`src/rtl/bcd_operand_loader.sv`:
```
// ---------------------------------------------------------------------------
// bcd_operand_loader
//   Edge-clocked operand entry stage for the two-operand BCD adder. A bouncing
//   active-low pushbutton is synchronised and debounced. Each accepted press
//   validates the packed BCD switch value and captures operand A, then
//   operand B. A third press clears both operands.
//
// Ports
//   CLK    in   1  single clock, rising edge
//   RST_N  in   1  asynchronous active-low reset
//   Num    in   8  packed BCD switches ([7:4] tens, [3:0] units)
//   KEY_N  in   1  pushbutton, active-low, asynchronous, bouncing
//   A      out  8  captured operand A
//   B      out  8  captured operand B
//   VALID  out  1  both operands hold accepted values (DONE state)
//   ERR    out  1  sticky: last press rejected because Num was not BCD
//   STATE  out  2  current FSM state (0 WAIT_A, 1 WAIT_B, 2 DONE)
// ---------------------------------------------------------------------------
module bcd_operand_loader #(
    parameter int DEB_CYCLES = 500000
) (
    input  logic       CLK,
    input  logic       RST_N,
    input  logic [7:0] Num,
    input  logic       KEY_N,
    output logic [7:0] A,
    output logic [7:0] B,
    output logic       VALID,
    output logic       ERR,
    output logic [1:0] STATE
);

    localparam int CW = $clog2(DEB_CYCLES + 1);
    // Terminal count: the level is accepted on the edge where the count
    // would reach DEB_CYCLES.
    localparam logic [CW-1:0] CNT_LAST = CW'(DEB_CYCLES - 1);
    localparam logic [CW-1:0] CNT_ONE  = CW'(1);
    localparam logic [CW-1:0] CNT_ZERO = CW'(0);

    typedef enum logic [1:0] {
        WAIT_A  = 2'd0,
        WAIT_B  = 2'd1,
        DONE    = 2'd2,
        ILLEGAL = 2'd3
    } state_t;

    // Packed BCD validity: both nibbles must be 0..9.
    function automatic logic is_bcd(input logic [7:0] val);
        return (val[7:4] <= 4'd9) && (val[3:0] <= 4'd9);
    endfunction

    logic          sync1_q;
    logic          sync2_q;
    logic          deb_q;
    logic          deb_d;
    logic          deb_prev_q;
    logic [CW-1:0] cnt_q;
    logic [CW-1:0] cnt_d;
    logic          arm_q;
    logic          arm_d;
    logic [CW-1:0] rel_cnt_q;
    logic [CW-1:0] rel_cnt_d;
    logic          press_q;
    logic          press_d;

    state_t        state_q;
    logic [7:0]    a_q;
    logic [7:0]    b_q;
    logic          valid_q;
    logic          err_q;

    // Debounce next-state: count consecutive disagreeing cycles, accept the
    // new level after DEB_CYCLES of them, restart on any agreement.
    always_comb begin
        deb_d = deb_q;
        cnt_d = cnt_q;
        if (sync2_q != deb_q) begin
            if (cnt_q == CNT_LAST) begin
                deb_d = sync2_q;
                cnt_d = CNT_ZERO;
            end else begin
                cnt_d = cnt_q + CNT_ONE;
            end
        end else begin
            cnt_d = CNT_ZERO;
        end
    end

    // Arming: after reset a press is only honoured once a released button
    // has been seen. Either the button reads released and debounced for
    // DEB_CYCLES cycles, or a debounced rise occurs (button held through reset).
    always_comb begin
        arm_d     = arm_q;
        rel_cnt_d = rel_cnt_q;
        if (arm_q) begin
            rel_cnt_d = CNT_ZERO;
        end else if (deb_d && !deb_q) begin
            arm_d     = 1'b1;
            rel_cnt_d = CNT_ZERO;
        end else if (sync2_q && deb_q) begin
            if (rel_cnt_q == CNT_LAST) begin
                arm_d     = 1'b1;
                rel_cnt_d = CNT_ZERO;
            end else begin
                rel_cnt_d = rel_cnt_q + CNT_ONE;
            end
        end else begin
            rel_cnt_d = CNT_ZERO;
        end
    end

    // Press pulse: one cycle, the cycle after the debounced level falls.
    always_comb begin
        press_d = deb_prev_q & ~deb_q & arm_q;
    end

    // Button path registers: synchroniser, debouncer, arming and press pulse.
    always_ff @(posedge CLK or negedge RST_N) begin
        if (!RST_N) begin
            sync1_q    <= 1'b1;
            sync2_q    <= 1'b1;
            deb_q      <= 1'b1;
            deb_prev_q <= 1'b1;
            cnt_q      <= CNT_ZERO;
            arm_q      <= 1'b0;
            rel_cnt_q  <= CNT_ZERO;
            press_q    <= 1'b0;
        end else begin
            sync1_q    <= KEY_N;
            sync2_q    <= sync1_q;
            deb_q      <= deb_d;
            deb_prev_q <= deb_q;
            cnt_q      <= cnt_d;
            arm_q      <= arm_d;
            rel_cnt_q  <= rel_cnt_d;
            press_q    <= press_d;
        end
    end

    // Operand FSM with registered outputs; acts only on press cycles except
    // for recovery from the unused encoding.
    always_ff @(posedge CLK or negedge RST_N) begin
        if (!RST_N) begin
            state_q <= WAIT_A;
            a_q     <= 8'h00;
            b_q     <= 8'h00;
            valid_q <= 1'b0;
            err_q   <= 1'b0;
        end else begin
            case (state_q)
                WAIT_A: begin
                    if (press_q) begin
                        if (is_bcd(Num)) begin
                            a_q     <= Num;
                            b_q     <= 8'h00;
                            err_q   <= 1'b0;
                            state_q <= WAIT_B;
                        end else begin
                            err_q   <= 1'b1;
                        end
                    end
                end
                WAIT_B: begin
                    if (press_q) begin
                        if (is_bcd(Num)) begin
                            b_q     <= Num;
                            err_q   <= 1'b0;
                            valid_q <= 1'b1;
                            state_q <= DONE;
                        end else begin
                            err_q   <= 1'b1;
                        end
                    end
                end
                DONE: begin
                    // Restart ignores Num entirely, even if it is not BCD.
                    if (press_q) begin
                        a_q     <= 8'h00;
                        b_q     <= 8'h00;
                        valid_q <= 1'b0;
                        err_q   <= 1'b0;
                        state_q <= WAIT_A;
                    end
                end
                default: begin
                    a_q     <= 8'h00;
                    b_q     <= 8'h00;
                    valid_q <= 1'b0;
                    err_q   <= 1'b0;
                    state_q <= WAIT_A;
                end
            endcase
        end
    end

    assign A     = a_q;
    assign B     = b_q;
    assign VALID = valid_q;
    assign ERR   = err_q;
    assign STATE = state_q;

endmodule

```
`config.mk`:
```
export PLATFORM = sky130hd
export DESIGN_NAME = bcd_operand_loader
export DESIGN_NICKNAME = d
export VERILOG_FILES = /design/src/rtl/bcd_operand_loader.sv
export SDC_FILE = /design/constraint.sdc
export NUM_CORES = 1
export LEC_CHECK = 0
export CAP_MARGIN = 40
export CELL_PAD_IN_SITES_DETAIL_PLACEMENT = 0
export CELL_PAD_IN_SITES_GLOBAL_PLACEMENT = 1
export CORE_UTILIZATION = 42
export CTS_BUF_LIST = sky130_fd_sc_hd__clkbuf_4
export DETAILED_ROUTE_END_ITERATION = 16
export MAX_ROUTING_LAYER = met4
export PLACE_DENSITY = 0.77
export REMOVE_ABC_BUFFERS = 1
export SYNTH_ARGS = -nofsm -noshare
export SYNTH_HDL_FRONTEND = slang
export SYNTH_SLANG_ARGS = --single-unit
```
`constraint.sdc`:
```
create_clock -name CLK -period 2.1 [get_ports CLK]
set_clock_uncertainty 0.05 [all_clocks]
set_input_delay 0.21 -clock CLK [delete_from_list [all_inputs] [get_ports CLK]]
set_output_delay 0.21 -clock CLK [all_outputs]
set_load 0.02 [all_outputs]
```
* Yosys cells after proc, flatten, opt, wreduce, memory -nomap -nowiden
Cells that the tools add are included.
Storage, ports and cells: output and inout port bits 20, bits of input ports 11, logic and storage cells 75, memories kept 0, register bits after elaboration 64, memory bits (writable) 0, ROM bits 0, latch bits 0
Cells by class: div/mod/pow operators 0, muxes and demuxes 32, add/subtract/negate cells 2, bitwise logic cells 5, reductions and logical operators 10, equality and inequality tests 11, shifts and indexed selects 0, multipliers 0, $lt $le $gt $ge 2
Operators with widths (count):
- two-way mux 19 bit | 6
- case mux 8 bit (3 select lines) | 2
- two-way mux 8 bit | 5
- adder 19 x 1 -> 19 bit, second input constant | 2
- == test 19 bit, second input constant | 2
- two-way mux 1 bit | 11
- two-way mux 2 bit | 5
- != test 2 bit, second input constant | 5
- <= comparator 4 bit, second input constant | 2
- AND reduction 4 bit | 2
- case mux 2 bit (3 select lines) | 1
- AND reduction 5 bit | 1
- logical AND 1 bit | 3
- NOT 1 bit | 3
- case mux 1 bit (3 select lines) | 1
- AND 1 bit | 2
- == test 2 x 1 -> 1 bit, second input constant | 1
- == test 2 bit, second input constant | 1
- zero test 2 bit | 1
- != test 2 x 1 -> 1 bit, second input constant | 1
- case mux 1 bit (2 select lines) | 1
- AND reduction 2 bit | 1
- OR reduction 2 bit | 1
- zero test 1 bit | 1
- != test 1 bit | 1

* Depth between registers and ports, before layout
depth in word-level cells 6, mapped depth 7, gate-level depth less buffers 5

* Worst setup path before layout
OpenSTA, ideal clock, no wires.
kind reg2reg, start point register rel_cnt_q[11], end point register rel_cnt_q[6], arrival time 1.893 ns, setup slack 0.020 ns, required time 1.913 ns, cell stages (with the launch flop) 6, cell sequence dfrtp_1 > or4_1 > or4_1 > o21ai_2 > buf_6 > nor3_1
On the way: cells in the longest elaborated chain, start to end 5
Ends and longest elaborated chain:
- start: declaration | line 61 | logic [CW-1:0] rel_cnt_q;
- start signal: assignment | line 135 | rel_cnt_q <= rel_cnt_d;
- == test 19 bit | line 101 | if (rel_cnt_q == CNT_LAST) begin
- two-way mux 19 bit | line 101
- two-way mux 19 bit | line 100 | end else if (sync2_q && deb_q) begin
- two-way mux 19 bit | line 97 | end else if (deb_d && !deb_q) begin
- two-way mux 19 bit | line 95 | if (arm_q) begin
- net rel_cnt_d[6] | line 62 | logic [CW-1:0] rel_cnt_d;
The timed path passes the listed nets, and every way through them passes these cells. A chain may end at the register's enable or synchronous reset.

* Final worst setup path
start point register rel_cnt_q[1], end point register rel_cnt_q[18]
On the way: cells in the longest elaborated chain, start to end 5, elaborated cells on any way between the ends 6
Ends and longest elaborated chain (line):
- adder 19 x 1 -> 19 bit or == test 19 bit (tied branches) | 105, 101
- two-way mux 19 bit (*) | 101
- two-way mux 19 bit (*) | 100
- two-way mux 19 bit (*) | 97
- two-way mux 19 bit (*) | 95
- net rel_cnt_d[18] | 62
Mark *: on every way through the listed nets, which the timed path passes. The rest lies on a longest branch.

==> results.tsv <==
metric	value	unit
cell taking the most area after synthesis	dfrtp_1	
maximum vdd drop	399	uV
pre-CTS WS	0.0634	ns
cells taking the most area after synthesis	dfrtp_1 50%, xnor2_1 3.8%, xor2_1 3.8%	
Bufs and invs on worst path	0	
most frequent cells in the layout	60 x dfrtp_1, 29 x clkdlybuf4s50_1, 24 x buf_4	
Worst Hold Class	input port to register	
CTS tree	yes	
DP HPWL	4230	um
Clk pin slew, worst setup/hold paths	0.09	ns
Bufs on Longest Clock Path	2	
post-route cell area	3730	sq um
CP max-delay cell	or4_4	
Initial Utilization	0.437	
area grow syn2layout	25.1	%
Die ar.	7450	sq um
area share of the largest cell type after synthesis	0.503	
Yosys reg bits	64	
Post-Place Cell Area	3570	sq um
Post-synth EDFFs	0	
reg2reg setup slack	0.05	ns
power per cell area	573	nW/um^2
n_diodes	0	
num rows	30	
Max transition margin	0.608	
number of H-tree levels	3	
P_leak	1.57	nW
FFs w/ async S/R, synth	1.00	
critical path endpoint	rel_cnt_q[18]	
antenna violations before repair	0	
WP data arrival	2.30	ns
Startpoint Class	register	
post-DR wirelength/cell	14.0	um
vias per inst	5.40	
worst-skew pair later-pin latency	0.40	ns
clock root cell	clkbuf_4	
ANT nets after route	0	
fmax	0.489	GHz
largest net degree at the start of global routing	65	
PnR Total Power	0.00214	W
Gate Count Post-Synth	289	
reg2reg start	rel_cnt_q[1]	
setup TNS	0	ns
via count	2421	
path depth of the worst reg2reg path	5	
Final GP Congestion	0.844	
core area	6830	sq um
Synthesis Warnings	0	
nets	361	
Die W	86.3	um
Cell variety after synth	40	
Max FO, Critical Path	4	
Total GRT Usage	0.188	
Post-Syn Area	2980	sq um
IO buf count	30	
clk sinks	64	
CP top delay family	simple AND/OR/NAND/NOR gates	
fraction of layout cells with a size suffix above 1	0.162	
Final Max Tran Viols	0	
DIE HEIGHT	86.3	um
number of buffers created by CTS	9	
Critical Path, Cell by Cell	ha_1 > nand4_1 > or4_4 > or3_1 > a211oi_1	
final worst slack	0.0530	ns
final WL	6270	um
DRT Pass-1 Iters	4	
number of global-route vias before repair	2208	
critical path depth in cells	5	
Req. time, crit path	2.35	ns
Hold WS	0.167	ns
Avg Inst Size Synth	10.3	sq um
first-pass GRT wire length	10500	um
Final min period	2.05	ns
CP max stage delay	0.57	ns
top_reg_cell synth	dfrtp_1	
critical path endpoint category	register	
gr ovfl total	0	
Max-cap violations	0	
num ports	31	
initial detailed-routing violation count	89	
crit path kind	register to register	
slew of the pin with the lowest slew margin	0.585	ns
Final Setup Violations	0	
DR DRC count	0	
register area share after synthesis	0.538	
commonest non-fill, non-tap cell in the layout	dfrtp_1	
Critical R2R Capture	rel_cnt_q[18]	
final hold vios	0	
status	finished, final reports clean	
Critical Path Start	rel_cnt_q[1]	
Final Cycle Share	0.975	
## how the worst min path moves through the flow
stage	slack, ns	end	start	depth (start not counted)
floorplan	-0.14	A[0]	RST_N	0
global placement	0.20	A[6]	RST_N	2
detailed placement	0.20	A[5]	RST_N	2
CTS	0.14	sync1_q	KEY_N	1
global route	0.15	sync1_q	KEY_N	1
finish	0.17	sync1_q	KEY_N	1
## cells in the mapped netlist, types with 2 or more instances
cell type	count
dfrtp_1	60
nand2_1	21
nor2_1	20
o21ai_0	17
nor3_1	16
nand3_1	14
xnor2_1	13
xor2_1	13
nand4_1	12
o31ai_1	12
inv_1	10
a22o_1	8
clkbuf_1	8
a21oi_1	7
or3_1	7
or4_1	6
a211oi_1	4
dfstp_2	4
nor4_1	4
and4_1	3
ha_1	3
nor3b_1	3
nor4b_1	3
a21o_1	2
and2_1	2
and3_1	2
and4_2	2
## cell type report
cell class	instances	area [sq um]
clock buffer	11	82.6
clock inverter	5	47.5
fill	628	3100
inverter	11	41.3
multi-input combinational	204	1310
sequential	64	1610
tap	96	120
timing repair buffer	57	526
## kinds of logic after synthesis
kind of cell    count (synthesis)  synth area share
compound gates                 56             0.126
buf+inv                        21            0.0293
flops                          64             0.538
xor+xnor                       26            0.0763
fa+ha+maj                       3            0.0126
mux                             1           0.00377
simple gates                  118             0.214
## sequential cells by signal, summed over array words and instances, names as in the netlist, 2 cells and up
| name | flops |
|---|---|
| rel_cnt_q | 19 |
| A | 8 |
| STATE | 2 |
| cnt_q | 19 |
| B | 8 |
## per-layer routing
metal  vias to the layer above  global-route usage  share of wire
met5                         -                   -              0
met4                         0              0.0864          0.018
met3                        10              0.0362          0.029
met2                        44               0.265           0.44
met1                      1182               0.263           0.51
li1                       1185                   -              -
## repair_timing
action                                  in CTS  in global routing
endpoints found under the hold margin       60                  0
hold buffers                                 1                  0
buffers inserted                             0                  1
gates resized for setup                      0                  3
endpoints found under the setup margin       0                  3
## worst reg2reg max path, stage by stage (launching register included)
cell      delay [ns]
dfrtp_1         0.41
ha_1            0.20
nand4_1         0.14
or4_4           0.57
or3_1           0.35
a211oi_1        0.23
## stage by stage
| step | utilization | std cells |
|---|---|---|
| floorplan | - | 279 |
| global placement | 0.523 | 430 |
| detailed placement | 0.523 | 430 |
| CTS | 0.544 | 447 |
| global route | 0.547 | 448 |
| finish | 0.547 | 448 |
## report_power, final
part | switching, W | internal [W]
sequential | 0.00000572 | 0.00124
clock | 0.000428 | 0.000379
combinational | 0.0000543 | 0.0000343
total | 0.000487 | 0.00165
Power figures use the tool's default switching activity.
